<file path="src/rtl/r5p_ifu.sv">
// r5p_ifu: instruction fetch unit with a word prefetch queue and a redirect port.
// Define R5P_IFU_RVC_EN to add compressed (16-bit) instruction support.
module r5p_ifu #(
    parameter int unsigned    IAW   = 32,
    parameter int unsigned    DEPTH = 4,
    parameter logic [IAW-1:0] PC0   = IAW'(32'h0000_0000)
) (
    input  logic           clk,
    input  logic           rst,
    output logic           if_vld,
    output logic [IAW-1:0] if_adr,
    input  logic [31:0]    if_rdt,
    input  logic           if_rdy,
    output logic           dec_vld,
    input  logic           dec_rdy,
    output logic [IAW-1:0] dec_pc,
    output logic [31:0]    dec_ins,
    output logic [2:0]     dec_siz,
    input  logic           jmp_vld,
    input  logic [IAW-1:0] jmp_adr
);

    localparam int unsigned AW = $clog2(DEPTH);
    localparam int unsigned CW = AW + 1;

    logic           run_q;
    logic [IAW-1:0] fadr_q, fadr_d;
    logic           rsp_q, rsp_d;
    logic           dsc_q, dsc_d;
    logic [AW-1:0]  rd_q, rd_d;
    logic [AW-1:0]  wr_q, wr_d;
    logic [CW-1:0]  cnt_q, cnt_d;
    logic [IAW-1:0] pc_q, pc_d;
    logic [31:0]    mem_q [DEPTH];

    logic           hs;
    logic           push;
    logic           take;
    logic           pop;
    logic [IAW-1:0] jmp_pc;
    logic [31:0]    head;

    assign head = mem_q[rd_q];

    // A discarded in-flight response never holds a queue credit.
    assign if_vld = run_q & ((cnt_q + CW'(rsp_q & ~dsc_q)) < CW'(DEPTH));
    assign if_adr = fadr_q;
    assign dec_pc = pc_q;

    assign hs   = if_vld & if_rdy;
    assign push = rsp_q & ~dsc_q & ~jmp_vld;
    assign take = dec_vld & dec_rdy;

`ifdef R5P_IFU_RVC_EN
    logic           hof_q, hof_d;
    logic [AW-1:0]  rd1;
    logic [15:0]    nxt_lo;
    logic [15:0]    par;
    logic           is16;

    assign rd1    = rd_q + AW'(1);
    assign nxt_lo = mem_q[rd1][15:0];
    assign par    = hof_q ? head[31:16] : head[15:0];
    assign is16   = par[1:0] != 2'b11;

    // A 32-bit instruction straddling two words needs both of them queued.
    assign dec_vld = (is16 || !hof_q) ? (cnt_q != '0) : (cnt_q >= CW'(2));
    assign dec_ins = is16 ? {16'h0000, par} : (hof_q ? {nxt_lo, head[31:16]} : head);
    assign dec_siz = (dec_vld && is16) ? 3'd2 : 3'd4;
    assign pop     = take & (~is16 | hof_q);
    assign jmp_pc  = jmp_adr & ~IAW'(1);
`else
    assign dec_vld = cnt_q != '0;
    assign dec_ins = head;
    assign dec_siz = 3'd4;
    assign pop     = take;
    assign jmp_pc  = jmp_adr & ~IAW'(3);
`endif

    // Next-state: a redirect overrides push, pop and the fetch increment.
    always_comb begin
        fadr_d = fadr_q;
        rsp_d  = hs;
        dsc_d  = jmp_vld;
        rd_d   = rd_q;
        wr_d   = wr_q;
        cnt_d  = cnt_q;
        pc_d   = pc_q;
`ifdef R5P_IFU_RVC_EN
        hof_d  = hof_q;
`endif
        if (jmp_vld) begin
            fadr_d = jmp_adr & ~IAW'(3);
            rd_d   = '0;
            wr_d   = '0;
            cnt_d  = '0;
            pc_d   = jmp_pc;
`ifdef R5P_IFU_RVC_EN
            hof_d  = jmp_adr[1];
`endif
        end else begin
            if (hs) begin
                fadr_d = fadr_q + IAW'(4);
            end
            if (push) begin
                wr_d = wr_q + AW'(1);
            end
            if (pop) begin
                rd_d = rd_q + AW'(1);
            end
            cnt_d = cnt_q + CW'(push) - CW'(pop);
            if (take) begin
                pc_d = pc_q + IAW'(dec_siz);
`ifdef R5P_IFU_RVC_EN
                hof_d = hof_q ^ is16;
`endif
            end
        end
    end

    // Control state.
    always_ff @(posedge clk or negedge rst) begin
        if (!rst) begin
            run_q  <= 1'b0;
            fadr_q <= PC0 & ~IAW'(3);
            rsp_q  <= 1'b0;
            dsc_q  <= 1'b0;
            rd_q   <= '0;
            wr_q   <= '0;
            cnt_q  <= '0;
            pc_q   <= PC0;
`ifdef R5P_IFU_RVC_EN
            hof_q  <= PC0[1];
`endif
        end else begin
            run_q  <= 1'b1;
            fadr_q <= fadr_d;
            rsp_q  <= rsp_d;
            dsc_q  <= dsc_d;
            rd_q   <= rd_d;
            wr_q   <= wr_d;
            cnt_q  <= cnt_d;
            pc_q   <= pc_d;
`ifdef R5P_IFU_RVC_EN
            hof_q  <= hof_d;
`endif
        end
    end

    // Queue storage, cleared on reset so the decoder sees zero.
    always_ff @(posedge clk or negedge rst) begin
        if (!rst) begin
            for (int unsigned i = 0; i < DEPTH; i++) begin
                mem_q[i] <= '0;
            end
        end else if (push) begin
            mem_q[wr_q] <= if_rdt;
        end
    end

endmodule

</file>
<file path="config.mk">
export PLATFORM = sky130hd
export DESIGN_NAME = r5p_ifu
export DESIGN_NICKNAME = d
export VERILOG_FILES = /design/src/rtl/r5p_ifu.sv
export SDC_FILE = /design/constraint.sdc
export NUM_CORES = 1
export LEC_CHECK = 0
export CELL_PAD_IN_SITES_DETAIL_PLACEMENT = 1
export CELL_PAD_IN_SITES_GLOBAL_PLACEMENT = 1
export CORE_UTILIZATION = 40
export CTS_BUF_LIST = sky130_fd_sc_hd__clkbuf_4
export DETAILED_ROUTE_END_ITERATION = 16
export PLACE_DENSITY = 0.82
export SLEW_MARGIN = 20
export SYNTH_ARGS = -nofsm -noshare
export SYNTH_HDL_FRONTEND = slang
export SYNTH_SLANG_ARGS = --single-unit
</file>
<file path="constraint.sdc">
create_clock -name clk -period 2.5 [get_ports clk]
set_clock_uncertainty 0.1 [all_clocks]
set_input_delay 0.5 -clock clk [delete_from_list [all_inputs] [get_ports clk]]
set_output_delay 0.5 -clock clk [all_outputs]
set_load 0.03 [all_outputs]
</file>
==> reports/results.txt, run 1 <==
The first global-routing pass estimated 38,500 um of wire. Wires add up to 23,800 um. The floorplan step set the die width to 156 um. The number of DRC markers in iteration 0 was 274. TritonCTS built the clock tree.

Synthesis handed over a netlist of 697 instances. In this run the deepest clock path goes through 2 buffers. Measured against its own limit, the worst slew margin works out to 47.1%. The largest fanout on the critical path was 7.

The number of cells on the worst reg-to-reg path is 11. In the final timing run, aggregate negative setup slack is -0.809 ns. Counting every sink on the clock net gives 198.

The tools report the worst slack after detailed placement as -0.270 ns. Per report_power, the sequential group accounts for 40.5% of the total. After detailed routing, the number of remaining DRC violations is 0.

The library cells used most frequently in the layout, excluding fill and tap cells, are sky130_fd_sc_hd__dfrtp_1 (195), sky130_fd_sc_hd__mux2_2 (157), sky130_fd_sc_hd__clkdlybuf4s50_1 (115). For this block, the via count after detailed routing is 6,319. The critical path ends at dec_ins[29]. 170 I/O pins were placed. The initial antenna violation count was 1. Timing startpoint of the critical path: rd_q[0]. IR analysis of the VDD net gives a maximum drop of 381 uV. The tools report the end of the worst register-to-register path as cnt_q[2]. Cell-internal power: 6.35 mW.

The number of search-and-repair iterations in the first detailed-routing pass was 4; the core footprint was 22,900 um2. Of the total power, the clock network draws 18.2%. The kind of start point of the critical path was a flip-flop. Dividing the final minimum period by the clock period gives 102%.

Counting I/O delays and the setup requirement, the final critical path takes 2.56 ns. The largest net degree at the start of global routing was 66. The data required time at the worst endpoint is 1.90 ns. The synthesized design contains 198 register bits.

The run gives 2,325 as the total of fill cells in the finished design. The post-detailed-route wirelength per cell was 19.9 um. For this configuration, the core starts out at a cell density of 41.4%. The run gives 52.2% as the fraction of the yosys area taken by sequential cells.

The tool flagged a number of max-cap violations equal to 0. The layout cell share with drive strength beyond 1 was 34.5%. Number of buffers created by CTS: 17. For the number of library cell types mapped by synthesis, the log shows 45. The largest total area in the synthesized netlist belongs to sky130_fd_sc_hd__dfrtp_1. The run gives 1.96 ns as the critical path arrival. The analysis attributes to net switching a power of 3.76 mW. Overall die height: 156 um. The run gives 4 as the H-tree depth.

Setup repair after global routing could not meet its margin everywhere. The run gives 0.14 ns as the flop-to-flop setup slack. The net count of the finished layout is 948. The tree is rooted in a sky130_fd_sc_hd__clkbuf_4. The remaining global-route overflow is 0. The path class of the tightest hold or removal check is input port to async pin. The growth of design area from synthesis to finish came out at 27.4%. The tools report the number of pins exceeding their max-slew limit in the final report as 0. The flow ran to the end, but the final reports show violations. The global router's overall resource usage is 20.5%. In this run the core area contains 55 standard-cell rows. After synthesis, the mean cell area works out to 13.6 um2. During placement, the flow inserted port buffers numbering 160. The transition at the pin with the smallest max-transition slack was 0.794 ns; the switching power as a share of total power was 37.2%. Final cell utilization of the core: 52.7%. The tools report the synthesized cell area as 9490 um2. The clock transition at the register clock pins on the worst setup and hold paths after CTS is 0.20 ns. The worst setup path is captured at an output pin. The tools report the reg-to-reg critical path startpoint as cnt_q[1]. The power consumption was 10.1 mW; the via-per-instance ratio was 5.28.

Setup violations remaining at the end of the flow were counted as 23. The run gives 0 as the post-detailed-route count of antenna-violating nets. The via count of the first global-routing pass is 6,992, and the half-perimeter wire length of the detailed placement result is 16,600 um.

The congestion estimate from routability-driven global placement came to 0.752. The type of the setup path with the least slack was flip-flop to output pin. The share of the synthesized area in the top cell type works out to 52.2%. The die covers 24,300 um2. The post-layout worst setup margin is -0.0555 ns, and the count of endpoints failing hold in the final timing report is 0. The leading cell type in the layout, fill and taps excluded was sky130_fd_sc_hd__dfrtp_1. In this run the static leakage power is 5.28 nW. The Yosys step of the flow raised 0 warnings. The later-pin clock latency in the skew report came out at 0.60 ns.

By area the synthesized netlist is led by sky130_fd_sc_hd__dfrtp_1 (52%), sky130_fd_sc_hd__mux2_2 (19%), sky130_fd_sc_hd__mux4_2 (7.6%). The combinational fraction of design power came out at 41.3%. Based on the critical path, the design can be clocked at up to 0.391 GHz. The power per standard cell area came out at 836 nW/um2. The checks that failed: negative setup slack.
==> through the flow <==
step | cells | area, um2 | hold WS [ns]
after detailed placement | 1157 | 11500 | 0.375
after floorplan | 703 | 9520 | 0.104
after global routing | 1197 | 12100 | 0.289
final | 1197 | 12100 | 0.295
after global placement | 1157 | 11500 | 0.363
after CTS | 1191 | 12000 | 0.256
==> critical path, stage by stage, from the launching register on <==
cell	delay, ns
sky130_fd_sc_hd__dfrtp_2	0.43
sky130_fd_sc_hd__buf_4	0.14
sky130_fd_sc_hd__clkbuf_16	0.16
sky130_fd_sc_hd__mux4_2	0.51
sky130_fd_sc_hd__buf_6	0.16
==> power by group through the flow <==
| stage | logic [mW] | clock network [mW] | registers (mW) |
|---|---|---|---|
| after floorplan | 2.23 | 0 | 4.24 |
| after global placement | 3.72 | 0 | 4.12 |
| after detailed placement | 3.81 | 0 | 4.15 |
| after CTS | 4.10 | 1.92 | 4.10 |
| after global routing | 4.42 | 2.02 | 4.17 |
| final | 4.18 | 1.84 | 4.09 |
==> cell type report <==
cell class | count | area (um2) | share of cell area (%)
Inverter | 11 | 41.3 | 0.342
Clock buffer | 17 | 128 | 1.06
Tap cell | 313 | 392 | 3.24
Timing Repair Buffer | 195 | 2070 | 17.2
Clock inverter | 15 | 200 | 1.66
Antenna cell | 1 | 2.50 | 0.0207
Multi-Input combinational cell | 447 | 4290 | 35.5
Sequential cell | 198 | 4960 | 41.0
==> cell usage after synthesis (all sizes together) <==
library cell and n:
and4 6, o31a 2, a41oi 2, mux4 32
and2 3, and4b 1, fa 1, or2 1
mux2i 2, nand2b 3, nand4 30, nor3 5
nand3b 1, buf 29, dfrtp 198, o21a 2
mux2 166, nor2b 3, nor4 4, inv 11
o21ai 5, a31oi 6, a211oi 1, or3 7
ha 8, nand2 19, nand3 20, conb 2
a21oi 12, o311ai 1, nor2 22, xnor2 38
clkbuf 18, o31ai 1, a21boi 3, xor2 16
and3 16
==> logic make-up (layout without fill, tap and decap cells) <==
kind of cell / Yosys count / count (layout) / synth area share (%)
compound gates: 35 / 35 / 2.45
xor+xnor: 54 / 54 / 4.99
fa+ha+maj: 9 / 9 / 1.27
buf+inv: 58 / 238 / 2.84
flops: 198 / 198 / 52.2
mux: 200 / 200 / 27.6
other cells: 2 / 9 / 0.0792
simple gates: 141 / 141 / 8.49
==> routing by layer <==
layer  up-vias  routed length (um)  global-route usage [%]
li1       2872                   -                       -
met4         0                 222                    4.81
met1      3313               10200                    26.1
met3        15                 895                    4.11
met2       119               12500                    35.8
met5         -                   0                       0
==> registers in the layout, indices dropped and copies added (netlist names) <==
register and count:
wr_q 2, dec_pc 30, run_q 1, rsp_q 1, if_adr 30, cnt_q 3
rd_q 2, dsc_q 1, mem_q 128
==> worst min path at each step <==
stage | from | end | slack [ns] | cells past startpoint
after floorplan | rst | cnt_q[0] | 0.10 | 0
after global placement | mem_q[84] | mem_q[84] | 0.36 | 1
after detailed placement | mem_q[32] | mem_q[32] | 0.37 | 1
after CTS | rst | mem_q[83] | 0.26 | 2
after global routing | rst | mem_q[83] | 0.29 | 2
final | rst | mem_q[83] | 0.29 | 2
==> repair_timing <==
item                                   in CTS  in global routing
pin swaps                                   0                  1
buffers inserted                            1                  4
endpoints found under the hold margin      54                  0
setup endpoints to repair                  34                 45
cloned                                      0                  1
hold buffers                                1                  0
resized for setup                          47                 16
Note: power is estimated with default switching activity, not from simulation.
==> run 2: changes to the inputs <==
- CORE_UTILIZATION: 40 -> 44
- PLACE_DENSITY: 0.82 -> 0.86
- clock period: 2.5 -> 2.7 ns (I/O delays scaled with it)
==> reports/results.txt, run 2 (same netlist as run 1, synthesis figures left out) <==
The end of the worst register-to-register path was cnt_q[2] (unchanged). The transition at the pin with the smallest max-transition slack came out at 0.780 ns (was 0.794 ns). Setup repair after global routing could not meet its margin everywhere.

The switching power as a share of total power came out at 37.1% (was 37.2%). The type of the setup path with the least slack is flip-flop to output pin (unchanged). The logs give 281 (was 274) for the number of DRC markers in iteration 0 and 2.06 ns (was 1.90 ns) for the data required time at the worst endpoint. The worst path needs 2.62 ns of the cycle, external delays included.

The end point of the critical path was dec_ins[8] (was dec_ins[29]). The post-layout worst setup margin was 0.0801 ns (was -0.0555 ns); the count of endpoints failing hold in the final timing report was 0 (unchanged). For the core footprint, the log shows 21,100 um2 (was 22,900 um2). The DRC violation count after routing is 0 (unchanged). Number of nets at the end of the flow: 942 (was 948).

The maximum single-stage delay on the critical path is 0.56 ns (was 0.51 ns), and the effective utilization at floorplan is 45.0% (was 41.4%). TritonCTS built the clock tree. The path type of the worst min-delay path was input port to async pin (unchanged). The worst slack after detailed placement is -0.103 ns (was -0.270 ns). The run gives 6,318 (was 6,319) as the via count. The worst reg-to-reg path cell count works out to 11 (unchanged). The chip width is 149 um (was 156 um). The critical path arrival was 1.98 ns (was 1.96 ns); the area of the die was 22,100 um2 (was 24,300 um2).

The switching power summed over all nets came out at 3.39 mW (was 3.76 mW). For the H-tree depth, the log shows 4 (unchanged). The total wire length is 23,400 um (was 23,800 um), and the setup TNS after final layout is 0 ns (was -0.809 ns). The run gives 5.76 mW (was 6.35 mW) as the cell-internal power. The worst-path cell with the longest stage delay is sky130_fd_sc_hd__mux4_2 (unchanged). The growth of design area from synthesis to finish was 25.2% (was 27.4%); the flop-to-flop setup slack was 0.30 ns (was 0.14 ns). Highest-count cells in the layout ignoring fill and taps: sky130_fd_sc_hd__dfrtp_1 (196), sky130_fd_sc_hd__mux2_2 (157), sky130_fd_sc_hd__clkdlybuf4s50_1 (125) (was sky130_fd_sc_hd__dfrtp_1 (195), sky130_fd_sc_hd__mux2_2 (157), sky130_fd_sc_hd__clkdlybuf4s50_1 (115)).

The overall die height is 149 um (was 156 um), and the largest fanout on the critical path is 11 (was 7). The number of pins exceeding their max-slew limit in the final report is 0 (unchanged), and the placed standard-cell area is 11,400 um2 (was 11,500 um2). The wire length of the first global-routing pass was 38,000 um (was 38,500 um).

The run finished with clean final reports. Part of the total power dissipated in the clock network: 17.9% (was 18.2%). The via-per-instance ratio came out at 5.47 (was 5.28).

Power per standard cell area: 771 nW/um2 (was 836 nW/um2). Highest ir drop seen on vdd: 391 uV (was 381 uV). The post-detailed-route wirelength per cell is 20.3 um (was 19.9 um), and the initial antenna violation count is 2 (was 1). The maximum buffer depth of the clock tree is 2 (unchanged), and the routability-driven placement congestion ratio is 0.750 (was 0.752).

The tools report the later-pin clock latency in the skew report as 0.59 ns (was 0.60 ns). The total of fill cells in the finished design is 2,097 (was 2,325), and the maximum clock frequency is 0.382 GHz. Endpoint kind of the worst setup timing path: an output pin (unchanged). Flip-flop count of the largest register after layout: 128 (unchanged). For the count of standard-cell rows, the log shows 53 (was 55). The via count of the first global-routing pass came out at 7,095 (was 6,992). The reported leakage power was 5.13 nW (was 5.28 nW); the relative slew slack was 48.0% (was 47.1%). The run gives 0.349 ns (was 0.295 ns) as the final-layout worst hold slack.

The register name with the most flops was mem_q (unchanged). The boundary pin count is 170 (unchanged). The leading cell type in the layout, fill and taps excluded was sky130_fd_sc_hd__dfrtp_1 (unchanged). Quantity of I/O buffers inserted on ports: 160 (unchanged).

The kind of start point of the critical path was a flip-flop (unchanged). The clock transition at the register clock pins on the worst setup and hold paths after CTS works out to 0.18 ns (was 0.20 ns). Cell at the root of the clock tree: sky130_fd_sc_hd__clkbuf_4 (unchanged). The timing startpoint of the critical path is rd_q[0] (unchanged).

Reg-to-reg critical path startpoint: cnt_q[1] (unchanged). The number of buffers created by CTS was 17 (unchanged). The logs give 22.2% (was 20.5%) for the global router's overall resource usage and 198 (unchanged) for the clock sink count. The logs give 0 (unchanged) for the remaining global-route overflow and 11,900 um2 (was 12,100 um2) for the post-route cell area. The run gives 0 (unchanged) as the max-capacitance violation count. Post-detailed-route count of antenna-violating nets: 0 (unchanged).

The combinational fraction of design power is 40.6% (was 41.3%), and the period utilization is 97.0%. The number of search-and-repair iterations in the first detailed-routing pass was 4 (unchanged); the portion of total power attributed to sequential cells was 41.5% (was 40.5%). The run gives 16,500 um (was 16,600 um) as the half-perimeter wire length of the detailed placement result. The layout cell share with drive strength beyond 1 is 33.5% (was 34.5%), and the largest net degree at the start of global routing is 66 (unchanged). Cell breakdown of the critical path: buf_12 -> mux4_2 -> buf_6 (was buf_4 -> clkbuf_16 -> mux4_2 -> buf_6). The number of endpoints failing setup at the final stage is 0 (was 23).
## run 2: cell count changes in the layout (fill, tap and decap cells not counted), moves of 2 or more
cell                              previous run  this run
sky130_fd_sc_hd__clkdlybuf4s50_1           115       125
sky130_fd_sc_hd__buf_12                     10         8
sky130_fd_sc_hd__buf_6                      32        23
sky130_fd_sc_hd__dlymetal6s2s_1             10         0
sky130_fd_sc_hd__clkinv_4                    1         4
sky130_fd_sc_hd__diode_2                     1         3
sky130_fd_sc_hd__buf_4                      25        28
sky130_fd_sc_hd__clkinv_8                    5         2
## run 2: area by class of cell
class                      count  area (um2)  share of cell area [%]
multi-input combinational    447        4280                    36.1
clock inverter                14         165                    1.39
sequential                   198        4960                    41.7
clock buffer                  18         135                    1.14
timing repair buffer         189        1940                    16.4
inverter                      11        41.3                   0.348
tap                          275         344                    2.90
antenna                        3        7.51                  0.0632
## run 2: per-layer routing
layer	share of wire, %	up-vias	GRT usage (%)
met5	0	-	0
met4	0.90	0	5.71
met3	3.5	14	4.46
met2	53	126	39.6
met1	43	3304	27.5
li1	-	2874	-
## run 2: metrics by stage
| stage | power, mW | std cells | util [%] |
|---|---|---|---|
| detailed placement | 7.39 | 1118 | 54.3 |
| floorplan | 5.99 | 703 | - |
| CTS | 9.03 | 1151 | 55.7 |
| finish | 9.16 | 1155 | 56.3 |
| global placement | 7.24 | 1118 | 54.3 |
| global route | 9.61 | 1154 | 56.3 |
## run 2: critical path: cells and delay by family, from the launching register on
kind / cells / cell delay, ns
DFF: 1 / 0.49
buffers and inverters: 2 / 0.35
muxes: 1 / 0.56
## run 2: timing repair
| action | 4_1_cts | 5_1_grt |
|---|---|---|
| setup endpoints to repair | 11 | 20 |
| buffers inserted | 0 | 0 |
| cloned | 0 | 1 |
| hold buffers | 1 | 0 |
| endpoints found under the hold margin | 50 | 0 |
| pin swaps | 0 | 0 |
| resized for setup | 5 | 28 |
## run 2: worst min path at each step
stage,to,depth (start not counted),start
2_1_floorplan,cnt_q[0],0,rst
3_3_place_gp,mem_q[80],1,mem_q[80]
3_5_place_dp,mem_q[83],1,mem_q[83]
4_1_cts,mem_q[113],2,rst
5_1_grt,mem_q[113],2,rst
6_report,mem_q[112],2,rst
## run 2: power by group through the flow
stage	Sequential [mW]	Combinational, mW	Clock (mW)
3_5_place_dp	3.85	3.54	0
4_1_cts	3.79	3.54	1.70
5_1_grt	3.87	3.93	1.81
2_1_floorplan	3.93	2.07	0
6_report	3.80	3.72	1.64
3_3_place_gp	3.81	3.43	0
==> run 3: changes to the inputs <==
- clock period: 2.7 -> 2.6 ns (I/O delays scaled with it)
==> reports/results.txt, run 3 (same netlist as run 1, synthesis figures left out) <==
The flow ran to the end, and the final reports show no timing, DRC or antenna violations. Maximum buffer depth of the clock tree: 2 (unchanged). The leading cell type in the layout, fill and taps excluded was sky130_fd_sc_hd__dfrtp_1 (unchanged). Static timing analysis puts the maximum clock frequency at 0.385 GHz. The cell-internal power came out at 6.07 mW (was 5.76 mW).

For the flop-to-flop setup slack, the log shows 0.32 ns (was 0.30 ns). The power per standard cell area was 806 nW/um2 (was 771 nW/um2). Cell breakdown of the critical path: buf_12 -> mux4_2 -> buf_6 (unchanged). TritonCTS built the clock tree. The number of endpoints failing setup at the final stage is 0 (unchanged). The post-detailed-route wirelength per cell was 20.6 um (was 20.3 um); the via count was 6,334 (was 6,318).

The routability-driven placement congestion ratio was 0.760 (was 0.750); the max-capacitance violation count was 0 (unchanged). Setup repair after global routing could not meet its margin everywhere. The H-tree depth is 4 (unchanged). Worst-path cell with the longest stage delay: sky130_fd_sc_hd__mux4_2 (unchanged).

The logs give 3.51 mW (was 3.39 mW) for the switching power summed over all nets and 0 (unchanged) for the post-detailed-route count of antenna-violating nets. Highest-count cells in the layout ignoring fill and taps: sky130_fd_sc_hd__dfrtp_1 (196), sky130_fd_sc_hd__mux2_2 (157), sky130_fd_sc_hd__clkdlybuf4s50_1 (125) (unchanged). The flip-flop count of the largest register after layout came out at 128 (unchanged). The tools report the area of the die as 22,100 um2 (unchanged). The maximum single-stage delay on the critical path works out to 0.56 ns (about the same). The tools report the reported leakage power as 5.13 nW (about the same).

The largest net degree at the start of global routing is 63 (was 66). The growth of design area from synthesis to finish is 25.4% (was 25.2%). The tools report the kind of start point of the critical path as a flip-flop (unchanged). The logs give 41.3% (was 41.5%) for the portion of total power attributed to sequential cells and 12,100 um (was 12,300 um) for the routed length on met2. The path type of the worst min-delay path was input port to async pin (unchanged). The total of fill cells in the finished design is 2,088 (was 2,097), and the clock transition at the register clock pins on the worst setup and hold paths after CTS is 0.16 ns (was 0.18 ns). The run gives 4280 um2 (unchanged) as the total area of multi-input combinational cells. The tools report the power consumption as 9.58 mW (was 9.16 mW). Count of endpoints failing hold in the final timing report: 0 (unchanged).

The uppermost layer routed was met5 (was met4). The part of the total power dissipated in the clock network is 18.7% (was 17.9%). End of the worst register-to-register path: cnt_q[2] (unchanged).

Data required time at the worst endpoint: 1.98 ns (was 2.06 ns). The reg-to-reg critical path startpoint was cnt_q[2] (was cnt_q[1]). The quantity of I/O buffers inserted on ports is 160 (unchanged), and the critical path arrival is 1.98 ns (about the same). For the highest ir drop seen on vdd, the log shows 372 uV (was 391 uV). The later-pin clock latency in the skew report came out at 0.60 ns (was 0.59 ns). The total wire length was 23,700 um (was 23,400 um).

The register name with the most flops was mem_q (unchanged). The number of nets at the end of the flow is 939 (was 942), and the count of buffering cells on the critical path with inverters included is 2 (unchanged). The largest fanout on the critical path came out at 13 (was 11). The layout cell share with drive strength beyond 1 works out to 33.4% (was 33.5%). The clock sink count is 198 (unchanged). The via-per-instance ratio is 5.51 (was 5.47), and the DRC violation count after routing is 0 (unchanged). The combinational fraction of design power is 40.0% (was 40.6%), and the chip width is 149 um (unchanged).

The number of DRC markers in iteration 0 is 233 (was 281), and the met1 routed wirelength after detailed routing is 10,100 um (about the same). The relative slew slack was 59.6% (was 48.0%); the worst reg-to-reg path cell count was 10 (was 11). The combined flip-flop and latch cell area came out at 4960 um2 (about the same). For the initial antenna violation count, the log shows 2 (unchanged). The cell type group with the largest total delay on the critical path was multiplexers (unchanged).

The overall die height is 149 um (unchanged). The final cell utilization of the core was 56.4% (was 56.3%). Wire length of the first global-routing pass: 38,700 um (was 38,000 um).

The worst path needs 2.60 ns of the cycle, external delays included. The endpoint kind of the worst setup timing path was an output pin (unchanged). The type of the setup path with the least slack was flip-flop to output pin (unchanged). The logs give 16,700 um (was 16,500 um) for the half-perimeter wire length of the detailed placement result and 6,923 (was 7,095) for the via count of the first global-routing pass.

The logs give 1130 um (was 828 um) for the detailed route wirelength on metal3 and 53 (unchanged) for the count of standard-cell rows. Number of search-and-repair iterations in the first detailed-routing pass: 4 (unchanged). Boundary pin count: 170 (unchanged).

The timing startpoint of the critical path was rd_q[0] (unchanged). The tools report the cell at the root of the clock tree as sky130_fd_sc_hd__clkbuf_4 (unchanged). The period utilization is 99.9%, and the transition at the pin with the smallest max-transition slack is 0.604 ns (was 0.780 ns). The effective utilization at floorplan is 45.0% (unchanged), and the number of buffers created by CTS is 17 (unchanged). The global router's overall resource usage is 23.0% (was 22.2%), and the switching power as a share of total power is 36.6% (was 37.1%). The number of pins exceeding their max-slew limit in the final report was 0 (unchanged). The logs give 0 (unchanged) for the remaining global-route overflow and 21,100 um2 (unchanged) for the core footprint.
==> run 3: power groups by stage <==
stage                     Sequential (mW)  Clock [mW]  Combinational [mW]
after floorplan                      4.08           0                2.15
after global placement               3.99           0                3.54
after detailed placement             4.03           0                3.65
after CTS                            3.96        1.84                3.89
after global routing                 4.03        1.97                4.08
final                                3.95        1.79                3.83
==> run 3: how the worst max path moves through the flow <==
stage | to | slack, ns | cells past startpoint
after global placement | cnt_q[2] | -0.02 | 12
final | dec_ins[15] | 0.002 | 3
after CTS | dec_ins[15] | -0.04 | 3
after floorplan | cnt_q[2] | 0.04 | 13
after global routing | dec_ins[15] | -0.1 | 3
after detailed placement | cnt_q[2] | -0.09 | 12
==> run 3: area by class of cell <==
type                    count  share of cell area, %
repair buffers            186                   16.3
clock buffers              18                   1.14
multi-input cells         447                   36.0
flip-flops and latches    198                   41.7
inverters                  11                  0.347
diodes                      1                 0.0210
clock inverters            14                   1.58
well taps                 275                   2.89
==> run 3: metrics by stage <==
stage	area (um2)	hold WS (ns)	setup TNS [ns]	cells	setup WS (ns)
global route	11900	0.337	-2.06	1150	-0.0986
floorplan	9510	0.124	0	703	0.0432
CTS	11900	0.331	-0.263	1149	-0.0416
finish	11900	0.355	0	1150	0.00197
detailed placement	11500	0.380	-0.0887	1115	-0.0887
global placement	11500	0.363	-0.0237	1115	-0.0237
==> run 3: per-layer routing <==
layer	GRT usage, %	up-vias
met5	0	-
met4	6.53	2
met3	5.93	32
met2	39.4	132
met1	28.6	3308
li1	-	2860
==> run 3: worst reg2reg max path: stages, from the launching register on <==
cell                      delay, ns
sky130_fd_sc_hd__dfrtp_1       0.51
sky130_fd_sc_hd__o31ai_4       0.22
sky130_fd_sc_hd__inv_1         0.09
sky130_fd_sc_hd__ha_1          0.27
sky130_fd_sc_hd__inv_1         0.06
sky130_fd_sc_hd__ha_1          0.14
sky130_fd_sc_hd__inv_1         0.05
sky130_fd_sc_hd__fa_1          0.38
sky130_fd_sc_hd__xor2_1        0.16
sky130_fd_sc_hd__xnor2_1       0.15
sky130_fd_sc_hd__nor2_1        0.05
==> run 3: repair_timing <==
item,in CTS,in global routing
hold endpoints to repair,58,0
setup endpoints to repair,34,33
pin swaps,0,0
hold buffers,1,0
resized for setup,35,3
setup buffers,1,0
